### src/rtl/alu_iterative_if.sv
// Request/response bundle between the execute stage and the iterative ALU.
// The master drives the operation request; the slave returns status and result.
interface alu_iterative_if #(
  parameter int unsigned WIDTH = 32
);
  logic             start;
  logic [3:0]       Operation;
  logic [WIDTH-1:0] SrcA;
  logic [WIDTH-1:0] SrcB;
  logic             busy;
  logic             done;
  logic [WIDTH-1:0] ALUResult;
  logic             Zero;

  modport master (
    output start, Operation, SrcA, SrcB,
    input  busy, done, ALUResult, Zero
  );

  modport slave (
    input  start, Operation, SrcA, SrcB,
    output busy, done, ALUResult, Zero
  );
endinterface

### src/rtl/alu_iterative.sv
// Execute-stage ALU: single-cycle logic/arith/compare ops, plus a 1-bit-per-cycle
// shifter for SLL/SRL/SRA that holds busy while it iterates.
module alu_iterative #(
  parameter int unsigned WIDTH   = 32,
  parameter int unsigned SHAMT_W = 5
) (
  input  logic           clk,
  input  logic           reset,
  alu_iterative_if.slave bus_io
);

  localparam logic [3:0] OpAnd = 4'b0000;
  localparam logic [3:0] OpOr  = 4'b0001;
  localparam logic [3:0] OpAdd = 4'b0010;
  localparam logic [3:0] OpXor = 4'b0011;
  localparam logic [3:0] OpSll = 4'b0100;
  localparam logic [3:0] OpSrl = 4'b0101;
  localparam logic [3:0] OpSub = 4'b0110;
  localparam logic [3:0] OpSra = 4'b0111;
  localparam logic [3:0] OpBeq = 4'b1000;
  localparam logic [3:0] OpBne = 4'b1001;
  localparam logic [3:0] OpBge = 4'b1011;
  localparam logic [3:0] OpSlt = 4'b1100;
  localparam logic [3:0] OpJal = 4'b1101;
  localparam logic [3:0] OpBlt = 4'b1110;

  localparam logic [SHAMT_W-1:0] CntOne = {{(SHAMT_W-1){1'b0}}, 1'b1};

  typedef enum logic [0:0] {StIdle, StShift} state_e;

  state_e             state_q;
  logic               busy_q;
  logic               done_q;
  logic [WIDTH-1:0]   result_q;
  logic [WIDTH-1:0]   acc_q;
  logic [SHAMT_W-1:0] cnt_q;
  logic [3:0]         op_q;

  logic [WIDTH-1:0]   src_a;
  logic [WIDTH-1:0]   src_b;
  logic [3:0]         op;
  logic [SHAMT_W-1:0] shamt;
  logic               is_shift;
  logic               signed_lt;
  logic [WIDTH-1:0]   single_res;
  logic [WIDTH-1:0]   shift_step;

  // Single-cycle datapath, evaluated on the live request inputs.
  always_comb begin
    src_a      = bus_io.SrcA;
    src_b      = bus_io.SrcB;
    op         = bus_io.Operation;
    shamt      = src_b[SHAMT_W-1:0];
    is_shift   = (op == OpSll) || (op == OpSrl) || (op == OpSra);
    signed_lt  = $signed(src_a) < $signed(src_b);
    single_res = '0;
    case (op)
      OpAnd:                    single_res = src_a & src_b;
      OpOr:                     single_res = src_a | src_b;
      OpAdd:                    single_res = src_a + src_b;
      OpXor:                    single_res = src_a ^ src_b;
      OpSub:                    single_res = src_a - src_b;
      // Only reached with shamt==0, which returns A unchanged.
      OpSll, OpSrl, OpSra:      single_res = src_a;
      OpSlt, OpBlt:             single_res = {{(WIDTH-1){1'b0}}, signed_lt};
      OpBge:                    single_res = {{(WIDTH-1){1'b0}}, ~signed_lt};
      OpBeq:                    single_res = {{(WIDTH-1){1'b0}}, src_a == src_b};
      OpBne:                    single_res = {{(WIDTH-1){1'b0}}, src_a != src_b};
      OpJal:                    single_res = {{(WIDTH-1){1'b0}}, 1'b1};
      default:                  single_res = '0;
    endcase
  end

  // One step of the iterative shifter, direction/fill taken from the latched op.
  always_comb begin
    shift_step = acc_q;
    case (op_q)
      OpSll:   shift_step = {acc_q[WIDTH-2:0], 1'b0};
      OpSrl:   shift_step = {1'b0, acc_q[WIDTH-1:1]};
      OpSra:   shift_step = {acc_q[WIDTH-1], acc_q[WIDTH-1:1]};
      default: shift_step = acc_q;
    endcase
  end

  always_ff @(posedge clk) begin
    if (!reset) begin
      state_q  <= StIdle;
      busy_q   <= 1'b0;
      done_q   <= 1'b0;
      result_q <= '0;
      acc_q    <= '0;
      cnt_q    <= '0;
      op_q     <= OpAnd;
    end else begin
      done_q <= 1'b0;
      case (state_q)
        StIdle: begin
          if (bus_io.start) begin
            if (is_shift && (shamt != '0)) begin
              acc_q   <= src_a;
              cnt_q   <= shamt;
              op_q    <= op;
              busy_q  <= 1'b1;
              state_q <= StShift;
            end else begin
              result_q <= single_res;
              done_q   <= 1'b1;
            end
          end
        end
        StShift: begin
          acc_q <= shift_step;
          cnt_q <= cnt_q - CntOne;
          if (cnt_q == CntOne) begin
            result_q <= shift_step;
            done_q   <= 1'b1;
            busy_q   <= 1'b0;
            state_q  <= StIdle;
          end
        end
        default: begin
          busy_q  <= 1'b0;
          state_q <= StIdle;
        end
      endcase
    end
  end

  assign bus_io.busy      = busy_q;
  assign bus_io.done      = done_q;
  assign bus_io.ALUResult = result_q;
  assign bus_io.Zero      = (result_q == '0);

`ifndef SYNTHESIS
  busy_done_exclusive_a: assert property (@(posedge clk) disable iff (!reset)
    !(busy_q && done_q));
`endif

endmodule

### src/flat_wrapper.sv
// flat-port wrapper written by rule: the top's interface ports become plain ports
module alu_iterative_flat 
#(
  parameter int unsigned WIDTH   = 32,
  parameter int unsigned SHAMT_W = 5
)
  (clk, reset, bus_io_start, bus_io_Operation, bus_io_SrcA, bus_io_SrcB, bus_io_busy, bus_io_done, bus_io_ALUResult, bus_io_Zero);
  alu_iterative_if #(.WIDTH(WIDTH)) bus_io_i ();
  input  logic clk;
  input  logic reset;
  input wire logic [$bits(bus_io_i.start)-1:0] bus_io_start;
  input wire logic [$bits(bus_io_i.Operation)-1:0] bus_io_Operation;
  input wire logic [$bits(bus_io_i.SrcA)-1:0] bus_io_SrcA;
  input wire logic [$bits(bus_io_i.SrcB)-1:0] bus_io_SrcB;
  output wire logic [$bits(bus_io_i.busy)-1:0] bus_io_busy;
  output wire logic [$bits(bus_io_i.done)-1:0] bus_io_done;
  output wire logic [$bits(bus_io_i.ALUResult)-1:0] bus_io_ALUResult;
  output wire logic [$bits(bus_io_i.Zero)-1:0] bus_io_Zero;
  assign bus_io_i.start = bus_io_start;
  assign bus_io_i.Operation = bus_io_Operation;
  assign bus_io_i.SrcA = bus_io_SrcA;
  assign bus_io_i.SrcB = bus_io_SrcB;
  assign bus_io_busy = bus_io_i.busy;
  assign bus_io_done = bus_io_i.done;
  assign bus_io_ALUResult = bus_io_i.ALUResult;
  assign bus_io_Zero = bus_io_i.Zero;
  alu_iterative #(.WIDTH(WIDTH), .SHAMT_W(SHAMT_W)) u_core (.clk(clk), .reset(reset), .bus_io(bus_io_i));
endmodule
### config.mk
export PLATFORM = sky130hd
export DESIGN_NAME = alu_iterative_flat
export DESIGN_NICKNAME = d
export VERILOG_FILES = /design/src/rtl/alu_iterative_if.sv /design/src/rtl/alu_iterative.sv /design/src/flat_wrapper.sv
export SDC_FILE = /design/constraint.sdc
export NUM_CORES = 1
export LEC_CHECK = 0
export CAP_MARGIN = 10
export CELL_PAD_IN_SITES_DETAIL_PLACEMENT = 0
export CELL_PAD_IN_SITES_GLOBAL_PLACEMENT = 2
export CORE_UTILIZATION = 33
export DETAILED_ROUTE_END_ITERATION = 7
export PLACE_DENSITY_LB_ADDON = 0.1
export SYNTH_ARGS = -nofsm -noshare
export SYNTH_HDL_FRONTEND = slang
export SYNTH_SLANG_ARGS = --single-unit
### constraint.sdc
create_clock -name clk -period 3.2 [get_ports clk]
set_input_delay 0.48 -clock clk [delete_from_list [all_inputs] [get_ports clk]]
set_output_delay 0.48 -clock clk [all_outputs]
set_load 0.01 [all_outputs]
After elaboration in Yosys (flattened, before gate mapping)

Cells that the tools add are included.

$add $sub $neg: 3
Magnitude comparators: 1
Equality and inequality tests: 23
Muxes and demuxes: 24
Bitwise logic cells: 5
Reductions and logical operators: 12

Operators by type and width:

| kind                                                                  | number |
|---|---|
| 32-bit one-hot mux with 11 select lines                               | 1 |
| 32-bit two-way mux                                                    | 5 |
| 32-bit one-hot mux with 2 select lines                                | 2 |
| 32-bit one-hot mux with 3 select lines                                | 1 |
| 32-bit adder                                                          | 1 |
| 32-bit bitwise AND                                                    | 1 |
| 32-bit equality test                                                  | 1 |
| 32-bit zero test                                                      | 1 |
| 32-bit less-than comparator                                           | 1 |
| 32-bit != test                                                        | 1 |
| 32-bit OR                                                             | 1 |
| 32-bit subtractor                                                     | 1 |
| 32-bit bitwise XOR                                                    | 1 |
| 4-bit by 3-bit equality test with 1-bit output, second input constant | 7 |
| 4-bit equality test, second input constant                            | 6 |
| 5-bit two-way mux                                                     | 2 |
| 5-bit one-hot mux with 2 select lines                                 | 1 |
| 1-bit two-way mux                                                     | 9 |
| 3-bit AND reduction                                                   | 3 |
| 4-bit by 2-bit equality test with 1-bit output, second input constant | 2 |
| 2-bit != test, second input constant                                  | 3 |
| 1-bit one-hot mux with 2 select lines                                 | 3 |
| 5-bit by 1-bit equality test with 1-bit output, second input constant | 1 |
| 5-bit nonzero test                                                    | 1 |
| other kinds (10)                                                      | 12 |

Register bits: 76
Input port bits: 71
Output and inout port bits: 35
Logic and storage cells: 75

Logic depth before layout (Yosys ltp)

Word-level depth: 7
Gate-level depth with buffers: 13
Mapped depth without buffers: 13

Worst setup path after synthesis

Ideal clock, no wire load.

Kind: in2reg
Start point: in bus_io_SrcB[0]
End point: reg u_core.result_q[26] (netlist: u_core.bus_io.ALUResult[26])
Arrival time: 2849 ps
Slack: 231 ps
Stages: 11
Path buffers: 0
Cells stage by stage: ha_1 > fa_1 > a21o_1 > a221o_1 > a211oi_2 > nor4_1 > o31ai_2 > nand3_1 > mux2_1 > a22oi_2 > o21ai_2

Word-level cells in the longest chain between the ends: 5

Ends and longest elaborated chain:

| what                                                     | RTL line                                 | source |
|---|---|---|
| from (decl)                                              | flat_wrapper.sv:14                       | `input wire logic [$bits(bus_io_i.SrcB)-1:0] bus_io_SrcB;` |
| 32-bit subtractor / 32-bit adder (equally long branches) | alu_iterative.sv:62, alu_iterative.sv:60 |  |
| 32-bit one-hot mux with 11 select lines                  | alu_iterative.sv:57                      | `case (op)` |
| 32-bit two-way mux                                       | alu_iterative.sv:99                      | `if (is_shift && (shamt != '0)) begin` |
| 32-bit two-way mux                                       | alu_iterative.sv:98                      | `if (bus_io.start) begin` |
| 32-bit one-hot mux with 2 select lines                   | alu_iterative.sv:96                      | `case (state_q)` |
| to (signal assigned)                                     | alu_iterative.sv:106                     | `result_q <= single_res;` |
| to (signal assigned)                                     | alu_iterative.sv:115                     | `result_q <= shift_step;` |
| to (decl)                                                | alu_iterative.sv:34                      | `logic [WIDTH-1:0] result_q;` |

Several ways; a longest one is shown, not always the timed one. The select of a mux whose other input is x is not followed.
A chain may end at the register's enable or synchronous reset.

Worst setup path in the final report

Start point: in bus_io_SrcA[9]
End point: reg u_core.result_q[15] (netlist: u_core.bus_io.ALUResult[15])

Word-level cells in the longest chain between the ends: 5

Ends and longest elaborated chain:

| what                                                     | RTL line                                 | source |
|---|---|---|
| from (decl)                                              | flat_wrapper.sv:13                       | `input wire logic [$bits(bus_io_i.SrcA)-1:0] bus_io_SrcA;` |
| 32-bit subtractor / 32-bit adder (equally long branches) | alu_iterative.sv:62, alu_iterative.sv:60 |  |
| 32-bit one-hot mux with 11 select lines *                | alu_iterative.sv:57                      |  |
| 32-bit two-way mux *                                     | alu_iterative.sv:99                      |  |
| 32-bit two-way mux *                                     | alu_iterative.sv:98                      |  |
| 32-bit one-hot mux with 2 select lines *                 | alu_iterative.sv:96                      |  |

Every way passes the cells marked *; elsewhere a longest branch is shown, timed or not. The select of a mux whose other input is x is not followed.

==> qor.yml <==
status: "finished clean"
drc: 0
final_common_cell: "buf_4"
fmax_mhz: 316
yosysTopAreaCell: "dfxtp_1"
skew_ns: 0.0132
design_area_mm2: 0.0143
wl_met3_mm: 2.15
synth.area.top_cells: "dfxtp_1 16%, ha_1 13%, a21oi_1 7.5%"
dpl.hpwl_mm: 36.9
dieWidth_um: 172
wl_per_cell_um: 21.6
drtIter0Drc: 1030
period_needed_ns: 3.17
met1Wirelength_mm: 19.8
nNetsFinal: 1919
stdcell_count: 2129
grtUsageTotal_pct: 31.3
hold_viol_final: 0
setup_ws_ns: 0.0321
syn-cell-area_mm2: 0.00951
grt_pass1_vias: 11800
layout_common_cells: "339 x buf_4, 146 x nand2_1, 132 x a21oi_1"
placed_area_mm2: 0.0132
synth_edf_count: 0
synth_top_area_share_pct: 16.0
drt-total-wl_mm: 46.0
cts_buffer_depth: 2
ys_seq_elements: 76
p_per_area_mw_per_mm2: 306
required_ns: 3.42
grt_start_max_net_pins: 52
p_leak_nw: 6.30
fill_cells: 2957
ys_seq_area_share_pct: 16.0
fp.dieH_um: 172
gp_congestion: 0.949
die_area_mm2: 0.0295
antenna_found_initial: 1
path_class: "in2reg"
finalSetupViolations: 0
arrival_ns: 3.39
critPathLaunchType: "primary input"
postCtsHoldBufs: 0
end_kind: "flop"
h-tree-depth: 3
cts_tree: "built"
peakVddDrop_v: 0.000319
cts.sinks: 76
hp-class: "reg2reg"
via_count: 11900
place_inst: 2095
syn_area_per_cell_um2: 6.90
root_buffer: "clkbuf_16"
drv_slew: 0
synthToLayoutAreaGrowth_pct: 49.9
cp_max_fo: 4
cts_buffers: 9
first_pass_iters: 6
drive_gt1_share_pct: 28.7
async_reset_ff_share_pct: 0
clock_latency_ns: 0.34
syn_inst: 1377
synth.net_count: 1551
synthDistinctLibCells: 91
dp_slack_ns: -0.701
yosys_warnings: 0
io-pin-count: 106
path_clk_slew_ns: 0.07
synthFlopType: "dfxtp_1"
drv_cap: 0
slew-limit-headroom_pct: 53.9
worst_slew_pin_slew_ns: 0.685
rows: 61
r2r_slack_ns: 0.69
top_layer: "met4"
coreArea_mm2: 0.0281
initial_utilization_pct: 33.8
final.setup.tns_ns: 0
drtAntennaViolNets: 0
dr_wl_met2_mm: 21.8
grt_pass1_wl_mm: 69.4
port_buffers: 105
grt.overflow.total: 0
fin_crit_sh_pct: 99.0
avgViaCountPerCell: 5.61
==> registers in the layout, indices dropped and copies added, names as in the netlist <==
name and count:
u_core.op_q 4, u_core.bus_io.ALUResult 32, u_core.cnt_q 5, u_core.bus_io.done 1, u_core.state_q 1, u_core.bus_io.busy 1
u_core.acc_q 32
==> logic make-up (layout without fill, tap and decap cells) <==
group / Yosys count / in the layout / synth area share, %
simple gates: 429 / 429 / 21.4
compound gates: 542 / 542 / 37.7
other cells: 0 / 1 / 0
flops: 76 / 76 / 16.0
buf+inv: 198 / 571 / 8.15
xor+xnor: 11 / 11 / 1.01
mux: 18 / 18 / 1.97
fa+ha+maj: 103 / 103 / 13.7
==> per-stage QoR <==
step | utilization (%) | total power, W | hold WS, ns
floorplan | - | 0.00201 | 0.418
global placement | 47.0 | 0.00304 | 0.439
detailed placement | 47.0 | 0.00305 | 0.458
CTS | 49.5 | 0.00429 | 0.467
global route | 50.7 | 0.00458 | 0.498
finish | 50.7 | 0.00436 | 0.463
==> layout make-up <==
type                    count  area [um^2]  area share, %
repair buffers            456         3770           26.5
multi-input cells        1103         7780           54.6
diodes                      1         2.50         0.0176
clock inverters             6         95.1          0.667
flip-flops and latches     76         1520           10.7
clock buffers              10          239           1.68
well taps                 378          473           3.32
inverters                  99          372           2.61
==> repair_timing <==
item                                    4_1_cts  5_1_grt
setup buffers                                10        7
resized for setup                            74       82
endpoints found under the setup margin       19       19
pin swaps                                    25       37
==> where the power goes <==
group	internal [W]	switching, W
clock network	0.000712	0.000452
logic	0.00100	0.00112
registers	0.00101	0.0000656
==> synthesized netlist by cell type, types with 8 or more instances <==
cell type  count
nand2_1      148
a21oi_1      142
o21ai_0      133
ha_1         101
nor2_1        97
inv_1         96
clkbuf_1      77
dfxtp_1       76
nor3_1        39
o21a_1        31
or3_1         28
a221oi_1      24
o211ai_1      24
a31oi_1       20
nor4_1        20
nand3_1       19
nor2b_1       16
a211oi_1      15
mux2i_1       15
nand2b_1      15
o31ai_1       15
and2_1        13
buf_2         13
a22oi_1       12
o21bai_1      12
a21o_1        11
nand4_1       11
o221ai_1       8
o22ai_1        8
==> critical path, stage by stage <==
cell and delay (ns):
clkdlybuf4s50_1 0.47, inv_1 0.07, ha_4 0.25, buf_4 0.15, o31ai_1 0.37, buf_4 0.21
buf_4 0.11, a221oi_1 0.06, buf_4 0.16, o31ai_2 0.27, nor2_1 0.09, a2111oi_2 0.44
buf_4 0.19, o31ai_1 0.07
==> worst paths after layout <==
| path | start | endpoint | cells after the start |
|---|---|---|---|
| setup / recovery | bus_io_SrcA[9] | u_core.bus_io.ALUResult[15] | 14 |
| hold / removal | u_core.op_q[3] | u_core.op_q[3] | 2 |
| setup reg to reg | u_core.op_q[3] | u_core.bus_io.ALUResult[30] | 9 |
| hold reg to reg | u_core.op_q[3] | u_core.op_q[3] | 2 |
==> layer usage <==
layer / GRT usage, % / vias to the layer above
met4: 14.3 / 0
met5: 0 / -
li1: - / 5747
met3: 3.61 / 90
met1: 39.1 / 5747
met2: 53.8 / 355
(Power assumes the default switching activity.)
